[config.mk]
export PLATFORM = sky130hd
export DESIGN_NAME = instruction_fetch
export DESIGN_NICKNAME = d
export VERILOG_FILES = /design/src/rtl/cpu_pkg.sv /design/src/rtl/fetch_fifo.sv /design/src/rtl/instruction_fetch.sv
export SDC_FILE = /design/constraint.sdc
export NUM_CORES = 1
export LEC_CHECK = 0
export BUFFER_PORTS_ARGS = -buffer_cell sky130_fd_sc_hd__buf_4
export CORE_UTILIZATION = 30
export CTS_BUF_LIST = sky130_fd_sc_hd__clkbuf_4 sky130_fd_sc_hd__clkbuf_8
export DETAILED_ROUTE_END_ITERATION = 10
export GPL_TIMING_DRIVEN = 0
export HOLD_SLACK_MARGIN = 0.05
export PLACE_DENSITY = 0.47
export SYNTH_ARGS = -nofsm -noshare
export SYNTH_HDL_FRONTEND = slang
export SYNTH_HIERARCHICAL = 1
export SYNTH_SLANG_ARGS = --single-unit
[constraint.sdc]
create_clock -name clk -period 4.84 [get_ports clk]
set_input_delay 0.726 -clock clk [delete_from_list [all_inputs] [get_ports clk]]
set_output_delay 0.726 -clock clk [all_outputs]
set_load 0.1 [all_outputs]
[src/rtl/cpu_pkg.sv]
// Shared CPU widths and the {instr, pc} fetch bundle handed from fetch to decode.
package cpu_pkg;

  localparam int INSTR_W = 32;
  localparam int PC_W    = 32;
  localparam logic [PC_W-1:0] PC_STEP = 32'd4;

  typedef struct packed {
    logic [INSTR_W-1:0] instr;
    logic [PC_W-1:0]    pc;
  } fetch_bundle_t;

endpackage

[src/rtl/fetch_fifo.sv]
// Synchronous FIFO with registered storage, head read combinationally, synchronous flush.
// Push into a full FIFO without a pop is illegal; a pop of an empty FIFO is ignored.
module fetch_fifo #(
  parameter int DEPTH = 2,
  parameter int WIDTH = 64
) (
  input  logic                   i_clk,
  input  logic                   i_rst,
  input  logic                   i_push,
  input  logic [WIDTH-1:0]       i_dat,
  input  logic                   i_pop,
  input  logic                   i_flush,
  output logic [WIDTH-1:0]       o_head_dat,
  output logic [$clog2(DEPTH):0] o_count
);

  localparam int AW = $clog2(DEPTH);
  localparam logic [AW:0] FULL = (AW+1)'(DEPTH);

  logic [WIDTH-1:0] r_mem [DEPTH];
  logic [AW-1:0]    r_rd_ptr;
  logic [AW-1:0]    r_wr_ptr;
  logic [AW:0]      r_count;
  logic             w_do_pop;

  assign w_do_pop   = i_pop && (r_count != '0);
  assign o_head_dat = r_mem[r_rd_ptr];
  assign o_count    = r_count;

  always_ff @(posedge i_clk or posedge i_rst) begin
    if (i_rst) begin
      r_rd_ptr <= '0;
      r_wr_ptr <= '0;
      r_count  <= '0;
      for (int i = 0; i < DEPTH; i++) r_mem[i] <= '0;
    end else if (i_flush) begin
      r_rd_ptr <= '0;
      r_wr_ptr <= '0;
      r_count  <= '0;
    end else begin
      if (i_push) begin
        r_mem[r_wr_ptr] <= i_dat;
        r_wr_ptr        <= r_wr_ptr + 1'b1;
      end
      if (w_do_pop) r_rd_ptr <= r_rd_ptr + 1'b1;
      case ({i_push, w_do_pop})
        2'b10:   r_count <= r_count + 1'b1;
        2'b01:   r_count <= r_count - 1'b1;
        default: ;
      endcase
    end
  end

  always_ff @(posedge i_clk) begin
    if (!i_rst && !i_flush)
      assert (!(i_push && !w_do_pop && r_count == FULL));
  end

endmodule

[src/rtl/instruction_fetch.sv]
// Fetch front end: owns the PC, issues to a 1-cycle registered imem, buffers words for decode.
// Issue-to-out_valid is 2 cycles; issue stalls once buffered + in-flight words reach FIFO_DEPTH.
module instruction_fetch
  import cpu_pkg::*;
#(
  parameter logic [PC_W-1:0] RESET_PC   = 32'h0000_0000,
  parameter int              FIFO_DEPTH = 2
) (
  input  logic               clk,
  input  logic               reset,
  output logic [PC_W-1:0]    imem_addr,
  input  logic [INSTR_W-1:0] imem_data,
  output logic               out_valid,
  input  logic               out_ready,
  output logic [INSTR_W-1:0] out_instr,
  output logic [PC_W-1:0]    out_pc,
  input  logic               redirect_valid,
  input  logic [PC_W-1:0]    redirect_pc
);

  localparam int CW = $clog2(FIFO_DEPTH) + 1;

  logic [PC_W-1:0] r_pc;
  logic [PC_W-1:0] r_inflight_pc;
  logic            r_inflight;

  logic [CW-1:0]   w_count;
  logic [CW:0]     w_occupancy;
  logic            w_pop;
  logic            w_issue;
  logic            w_push;
  logic [PC_W-1:0] w_redirect_base;
  fetch_bundle_t   w_push_dat;
  fetch_bundle_t   w_head;

  assign w_pop           = out_valid & out_ready;
  // A pop implies count >= 1, so this never underflows.
  assign w_occupancy     = {1'b0, w_count} + (CW+1)'(r_inflight) - (CW+1)'(w_pop);
  assign w_issue         = !redirect_valid && (w_occupancy < (CW+1)'(FIFO_DEPTH));
  assign w_push          = r_inflight && !redirect_valid;
  assign w_redirect_base = redirect_pc & ~(PC_W'(3));
  assign w_push_dat      = '{instr: imem_data, pc: r_inflight_pc};

  assign imem_addr = {2'b00, r_pc[PC_W-1:2]};
  assign out_valid = (w_count != '0);
  assign out_instr = w_head.instr;
  assign out_pc    = w_head.pc;

  always_ff @(posedge clk or posedge reset) begin
    if (reset) begin
      r_pc          <= RESET_PC;
      r_inflight    <= 1'b0;
      r_inflight_pc <= '0;
    end else if (redirect_valid) begin
      r_pc       <= w_redirect_base;
      r_inflight <= 1'b0;
    end else if (w_issue) begin
      r_pc          <= r_pc + PC_STEP;
      r_inflight    <= 1'b1;
      r_inflight_pc <= r_pc;
    end else begin
      r_inflight <= 1'b0;
    end
  end

  fetch_fifo #(
    .DEPTH (FIFO_DEPTH),
    .WIDTH ($bits(fetch_bundle_t))
  ) u_fifo (
    .i_clk      (clk),
    .i_rst      (reset),
    .i_push     (w_push),
    .i_dat      (w_push_dat),
    .i_pop      (w_pop),
    .i_flush    (redirect_valid),
    .o_head_dat (w_head),
    .o_count    (w_count)
  );

endmodule

==> impl_metrics.tcl, run 1 <==
set metrics [dict create \
    status "complete, but fails checks" \
    violations "design-rule violations" \
    grt_pass1_wl_mm 37.3 \
    antenna_found_initial 0 \
    grt_max_degree 90 \
    holdBufCountCts 0 \
    setup_tns_ns 0 \
    r2r_slack_ns 0.86 \
    fin_hold_ws_ns 0.268 \
    placedInstanceArea_um2 11200 \
    viasPerCell 4.77 \
    insertion_delay_ns 0.49 \
    synth_area_leaders "dfrtp_1 (51%), mux2_4 (19%), mux2_2 (12%)" \
    grt_pass1_vias 6104 \
    place.port_buffers 160 \
    drt-total-wl_mm 23.6 \
    critPathKind "reg2reg" \
    yosysUniqueCellTypes 49 \
    drive_gt1_share_pct 51.6 \
    syn_inst 669 \
    synth_area_um2 9500 \
    leakage_uw 0.00534 \
    fin_skew_ns 0.0200 \
    postRouteAntennaNets 0 \
    min_period_ns 3.98 \
    avgSynthCellArea_um2 14.2 \
    holdCritPathClass "in2async" \
    ioPinCount 165 \
    path_max_fanout 8 \
    finalPower_uw 7970 \
    worst_path_max_delay_cell "nor4b_1" \
    clock_path_buffers 2 \
    cts.sinks 193 \
    root_buffer "clkbuf_8" \
    power.switching_uw 3920 \
    place_congestion 0.762 \
    slew_headroom_pct 17.4 \
    grtUsageTotal_pct 14.9 \
    critPathLaunchType "flip-flop" \
    post-cts-setup-buffers 0 \
    yosys.area.top_type "dfrtp_1" \
    synth_top_area_share_pct 50.9 \
    crit_arrival_ns 4.34 \
    p_int_uw 4060 \
    power.density_nw_per_um2 685 \
    drt-initial-drc-count 274 \
    grt_overflow 0 \
    cp-end-kind "flip-flop" \
    p_clk_share_pct 13.4 \
    path_cells "inv_1 > nand2_1 > and2_1 > ha_1 > nor2b_1 > fa_1 > nand4b_1 > nor4b_1 > a21oi_1 > a211o_1" \
    synthArstFlopShare_pct 100 \
    die_w_um 180 \
    fmaxAchievable_ghz 0.251 \
    ir_worst_vdd_mv 0.342 \
    clkTransAtPathRegs_ns 0.12 \
    dieHeight_um 180 \
    max_stage_delay_ns 1.09 \
    maxCapViolCount 0 \
    ys_seq_area_share_pct 50.9 \
    initial_core_util_pct 30.8 \
    core_um2 30800 \
    area_growth_pct 22.6 \
    p_sw_share_pct 49.1 \
    fin_crit_sh_pct 82.2 \
    rsz0062_at_grt "no" \
    critPathTopFamily "simple AND/OR/NAND/NOR gates" \
    cts_buffers 17 \
    setup-violations-final 0 \
    drt_pass1_iterations 8 \
    fillers 3001 \
    dp_hpwl_mm 16.2 \
    antennaDiodeCount 0 \
    worstPathRequired_ns 5.21 \
    synth_seq_cells 193 \
    wl_per_cell_um 18.7 \
    combPwrFrac_pct 53.3 \
    routed-via-count 6024 \
    path_buf_inv 1 \
    drc 15 \
    ys.flop_type "dfrtp_1" \
    fin_area_um2 11600 \
    tritoncts "done" \
    sequentialPowerShare_pct 33.3 \
    yosys_warnings 6 \
    nNetsFinal 925 \
    cts_resized 0 \
    slew_violations 0 \
    htreeDepth 4 \
    worst_pin_slew_ns 1.22 \
    die_area_um2 32400 \
    final-hold-violation-count 0 \
    num_rows 64 \
    synth-edff-count 0 \
]
## worst reg2reg max path, delay by kind of cell (launching register included)
kind	cells	cell delay, ns
adder cells (fa/ha/maj)	2	0.78
AND/OR/NAND/NOR	5	2.00
buffers and inverters	1	0.13
AO/OA/AOI/OAI	2	0.47
flip-flops	1	0.51
## flip-flops by register name, indices dropped and copies added, names as in the netlist
signal / flops
u_fifo/r_rd_ptr: 1
r_pc: 30
u_fifo/r_wr_ptr: 1
u_fifo/r_mem: 128
r_inflight: 1
u_fifo/o_count: 2
r_inflight_pc: 30
## cell type report
cell class | instances | area, um2 | area share [%]
repair buffers | 161 | 1230 | 10.6
multi-input cells | 430 | 4250 | 36.5
plain buffers | 40 | 393 | 3.37
inverters | 11 | 48.8 | 0.419
well taps | 396 | 495 | 4.26
clock inverters | 15 | 161 | 1.39
clock buffers | 17 | 234 | 2.01
flip-flops and latches | 193 | 4830 | 41.5
## kinds of logic (layout without fill, tap and decap cells)
kind of cell,count (synthesis),count (layout),synth area share [%]
multiplexers,224,224,31.3
flip-flops,193,193,50.9
AND/OR/NAND/NOR,130,130,7.80
AO/OA/AOI/OAI,55,55,3.86
buffers and inverters,51,244,4.57
XOR/XNOR,12,12,1.11
adder cells (fa/ha/maj),3,3,0.474
other,1,6,0.0395
## final timing paths
kind	startpoint	to	cells past startpoint
max	u_fifo/o_count[1]$_DFFE_PP0P_	r_pc[12]$_DFFE_PP0P_	10
min	reset	u_fifo/r_mem[91]$_DFFE_PP0P_	2
max reg2reg	u_fifo/o_count[1]$_DFFE_PP0P_	r_pc[12]$_DFFE_PP0P_	10
min reg2reg	u_fifo/r_mem[51]$_DFFE_PP0P_	u_fifo/r_mem[51]$_DFFE_PP0P_	1
max in group asynchronous	reset	u_fifo/r_mem[9]$_DFFE_PP0P_	3
min in group clk	redirect_pc[10]	r_pc[10]$_DFFE_PP0P_	3
## stage by stage
stage          utilization, %  instances  worst slack [ns]
6_report                 37.8       1263             0.862
5_1_grt                  37.8       1263             0.749
4_1_cts                  37.8       1263             0.962
3_5_place_dp             36.5       1231             0.919
3_3_place_gp             36.4       1230             -1.53
2_1_floorplan               -        674             0.588
## cell usage in the layout (no fill, tap or decap), types with 5 or more instances in the layout
master,instances
clkbuf_8,17
clkbuf_1,16
nor3_1,8
nor2b_1,10
inv_6,7
nand2_1,24
buf_12,13
conb_1,6
xor2_1,5
o21ai_0,15
nor2_1,15
dfrtp_1,193
buf_4,162
buf_2,7
or4_1,6
o31ai_1,12
inv_1,9
and3_1,5
nand4_1,15
a31oi_1,8
mux2_4,120
xnor2_1,7
nand3_1,19
mux2_2,103
## power by group through the flow
stage                     Combinational, uW  Sequential, uW  Clock [uW]
after floorplan                        3340            2780           0
after global placement                 4250            2680           0
after detailed placement               4280            2680           0
after CTS                              4280            2660        1130
after global routing                   4410            2750        1190
final                                  4250            2650        1070
## metal layers
metal  wire [um]  track usage, %
met5           0               0
met4         125            2.59
met3        1060            3.38
met2       10500            22.4
met1       11900            21.9
## synthesized netlist by cell type, types with 3 or more instances
cell,n
dfrtp_1,193
mux2_4,120
mux2_2,103
nand2_1,24
nand3_1,19
clkbuf_1,16
nand4_1,15
nor2_1,15
o21ai_0,15
buf_12,13
o31ai_1,12
inv_1,11
nor2b_1,10
a31oi_1,8
nor3_1,8
buf_2,7
xnor2_1,7
or4_1,6
and3_1,5
xor2_1,5
a21oi_1,4
a22oi_1,4
and4_1,4
o311ai_0,4
or3_1,4
nand3b_1,3
nor4_1,3
nor4b_1,3
or2_2,3
(Power assumes the default switching activity.)
==> inputs of run 2 (changes only) <==
--- a/config.mk
+++ b/config.mk
@@ -11,7 +11,7 @@
 export DETAILED_ROUTE_END_ITERATION = 10
 export GPL_TIMING_DRIVEN = 0
 export HOLD_SLACK_MARGIN = 0.05
-export PLACE_DENSITY = 0.47
+export PLACE_DENSITY = 0.49
 export SYNTH_ARGS = -nofsm -noshare
 export SYNTH_HDL_FRONTEND = slang
 export SYNTH_HIERARCHICAL = 1
==> constraint.sdc (replaced) <==
create_clock -name clk -period 3.6 [get_ports clk]
set_input_delay 0.54 -clock clk [delete_from_list [all_inputs] [get_ports clk]]
set_output_delay 0.54 -clock clk [all_outputs]
set_load 0.1 [all_outputs]
==> run 2 against run 1 <==
  * The flow still finishes with violations (design-rule violations)
  * Wire length decreased by 0.16%
  * Cell count increased by 0.55%
  * Sequential share of layout area decreased by 0.35 points
  * Sequential cell count unchanged
  * Die area unchanged
  * Clock skew increased by 0.0053 ns
  * Utilization increased by 0.34 points
  * Via count increased by 1.1%
  * Design area increased by 0.90%
  * Setup slack got worse by 0.72 ns
  * Total power increased by 35%
  * Critical endpoint is now r_pc[20]$_DFFE_PP0P_
==> impl_metrics.tcl, run 2 (synthesis results as in run 1) <==
set metrics [dict create \
    status "complete, but fails checks" \
    violations "design-rule violations" \
    holdCritPathClass "in2async" \
    root_buffer "clkbuf_8" \
    place_congestion 0.783 \
    nNetsFinal 931 \
    finalPower_uw 10700 \
    setup_tns_ns 0 \
    leakage_uw 0.00538 \
    grtUsageTotal_pct 15.0 \
    fin_util_pct 38.1 \
    power.density_nw_per_um2 914 \
    drive_gt1_share_pct 53.0 \
    drt-total-wl_mm 23.5 \
    worst_pin_slew_ns 0.790 \
    setup-violations-final 0 \
    min_period_ns 3.46 \
    most-common-layout-cells "dfrtp_1 (191), buf_4 (165), mux2_4 (120)" \
    viasPerCell 4.80 \
    drt-initial-drc-count 302 \
    top_regs "u_fifo/r_mem: 128 flops, r_inflight_pc: 30 flops, r_pc: 30 flops" \
    fin_crit_sh_pct 96.0 \
    cp-end-kind "flip-flop" \
    antenna_found_initial 0 \
    slew_headroom_pct 47.2 \
    clkTransAtPathRegs_ns 0.13 \
    routed-via-count 6091 \
    clock_path_buffers 2 \
    grt_pass1_vias 6299 \
    ir_worst_vdd_mv 0.510 \
    htreeDepth 4 \
    path_max_fanout 7 \
    drc 28 \
    dieHeight_um 180 \
    die_area_um2 32400 \
    fin_skew_ns 0.0253 \
    postRouteAntennaNets 0 \
    cts.sinks 193 \
    cts_buffers 17 \
    ioPinCount 165 \
    place.port_buffers 160 \
    grt_pass1_wl_mm 37.7 \
    drt_pass1_iterations 8 \
    slew_violations 0 \
    area_growth_pct 23.7 \
    final_common_cell "dfrtp_1" \
    insertion_delay_ns 0.49 \
    fmaxAchievable_ghz 0.289 \
    num_rows 64 \
    grt_overflow 0 \
    fillers 3018 \
    crit_arrival_ns 3.86 \
    die_w_um 180 \
    rsz0062_at_grt "no" \
    worstPathRequired_ns 4.00 \
    largest_register_ffs 128 \
    tritoncts "done" \
    maxCapViolCount 0 \
    grt_max_degree 36 \
    worst_slack_ns 0.143 \
    wl_per_cell_um 18.5 \
    final-hold-violation-count 0 \
    pre_cts_slack_ns -0.300 \
    critPathLaunchType "flip-flop" \
    top_register "u_fifo/r_mem" \
    fin_hold_ws_ns 0.169 \
    initial_core_util_pct 30.8 \
    dp_hpwl_mm 16.5 \
    critPathKind "reg2reg" \
    core_um2 30800 \
]
-- run 2: power by group --
part / leakage [uW] / total [uW] / switching, uW / internal, uW
Sequential: 0.00234 / 3570 / 553 / 3010
Combinational: 0.00285 / 5730 / 3800 / 1930
Clock: 0.000199 / 1440 / 910 / 535
Total: 0.00538 / 10700 / 5260 / 5480
-- run 2: final cells by class --
type	instances	area, um2	area share, %
Timing Repair Buffer	167	1300	11.1
Multi-Input combinational cell	430	4270	36.4
Antenna cell	1	2.50	0.0213
Inverter	11	45.0	0.383
Clock inverter	14	159	1.35
Sequential cell	193	4830	41.1
Tap cell	396	495	4.22
Buffer	40	398	3.39
Clock buffer	18	241	2.06
-- run 2: final timing paths --
kind / from / to / slack [ns] / cells after the start
max: u_fifo/o_count[0]$_DFFE_PP0P_ / r_pc[20]$_DFFE_PP0P_ / 0.14 / 10
min: reset / r_inflight_pc[29]$_DFFE_PP0P_ / 0.17 / 2
max reg2reg: u_fifo/o_count[0]$_DFFE_PP0P_ / r_pc[20]$_DFFE_PP0P_ / 0.14 / 10
min reg2reg: u_fifo/r_mem[49]$_DFFE_PP0P_ / u_fifo/r_mem[49]$_DFFE_PP0P_ / 0.51 / 1
max in group asynchronous: reset / u_fifo/r_mem[116]$_DFFE_PP0P_ / 2.25 / 5
min in group clk: redirect_pc[8] / r_pc[8]$_DFFE_PP0P_ / 0.27 / 3
-- run 2: what timing repair did --
item	CTS	global route
endpoints found under the setup margin	10	40
resized for setup	2	12
setup buffers	1	2
pin swaps	0	0
hold buffers	0	0
-- run 2: routing by layer --
metal | vias to the layer above | part of all wire [%] | track usage [%]
met1 | 3100 | 49 | 21.2
met2 | 149 | 46 | 23.2
met5 | - | 0 | 0
met4 | 0 | 0.86 | 4.00
met3 | 12 | 4.5 | 3.06
li1 | 2830 | - | -
-- run 2: critical path: stages (launching register included) --
cell	delay, ns
dfrtp_2	0.46
inv_1	0.12
nand2_4	0.07
and2_1	0.22
ha_1	0.30
nor2b_1	0.14
fa_1	0.50
nand4b_1	0.26
or4b_4	0.61
or4_1	0.53
a31oi_1	0.17
-- run 2: metrics by stage --
stage	cell area [um2]	instances
2_1_floorplan	9530	674
3_3_place_gp	11200	1230
3_5_place_dp	11300	1234
4_1_cts	11700	1267
5_1_grt	11700	1269
6_report	11700	1270
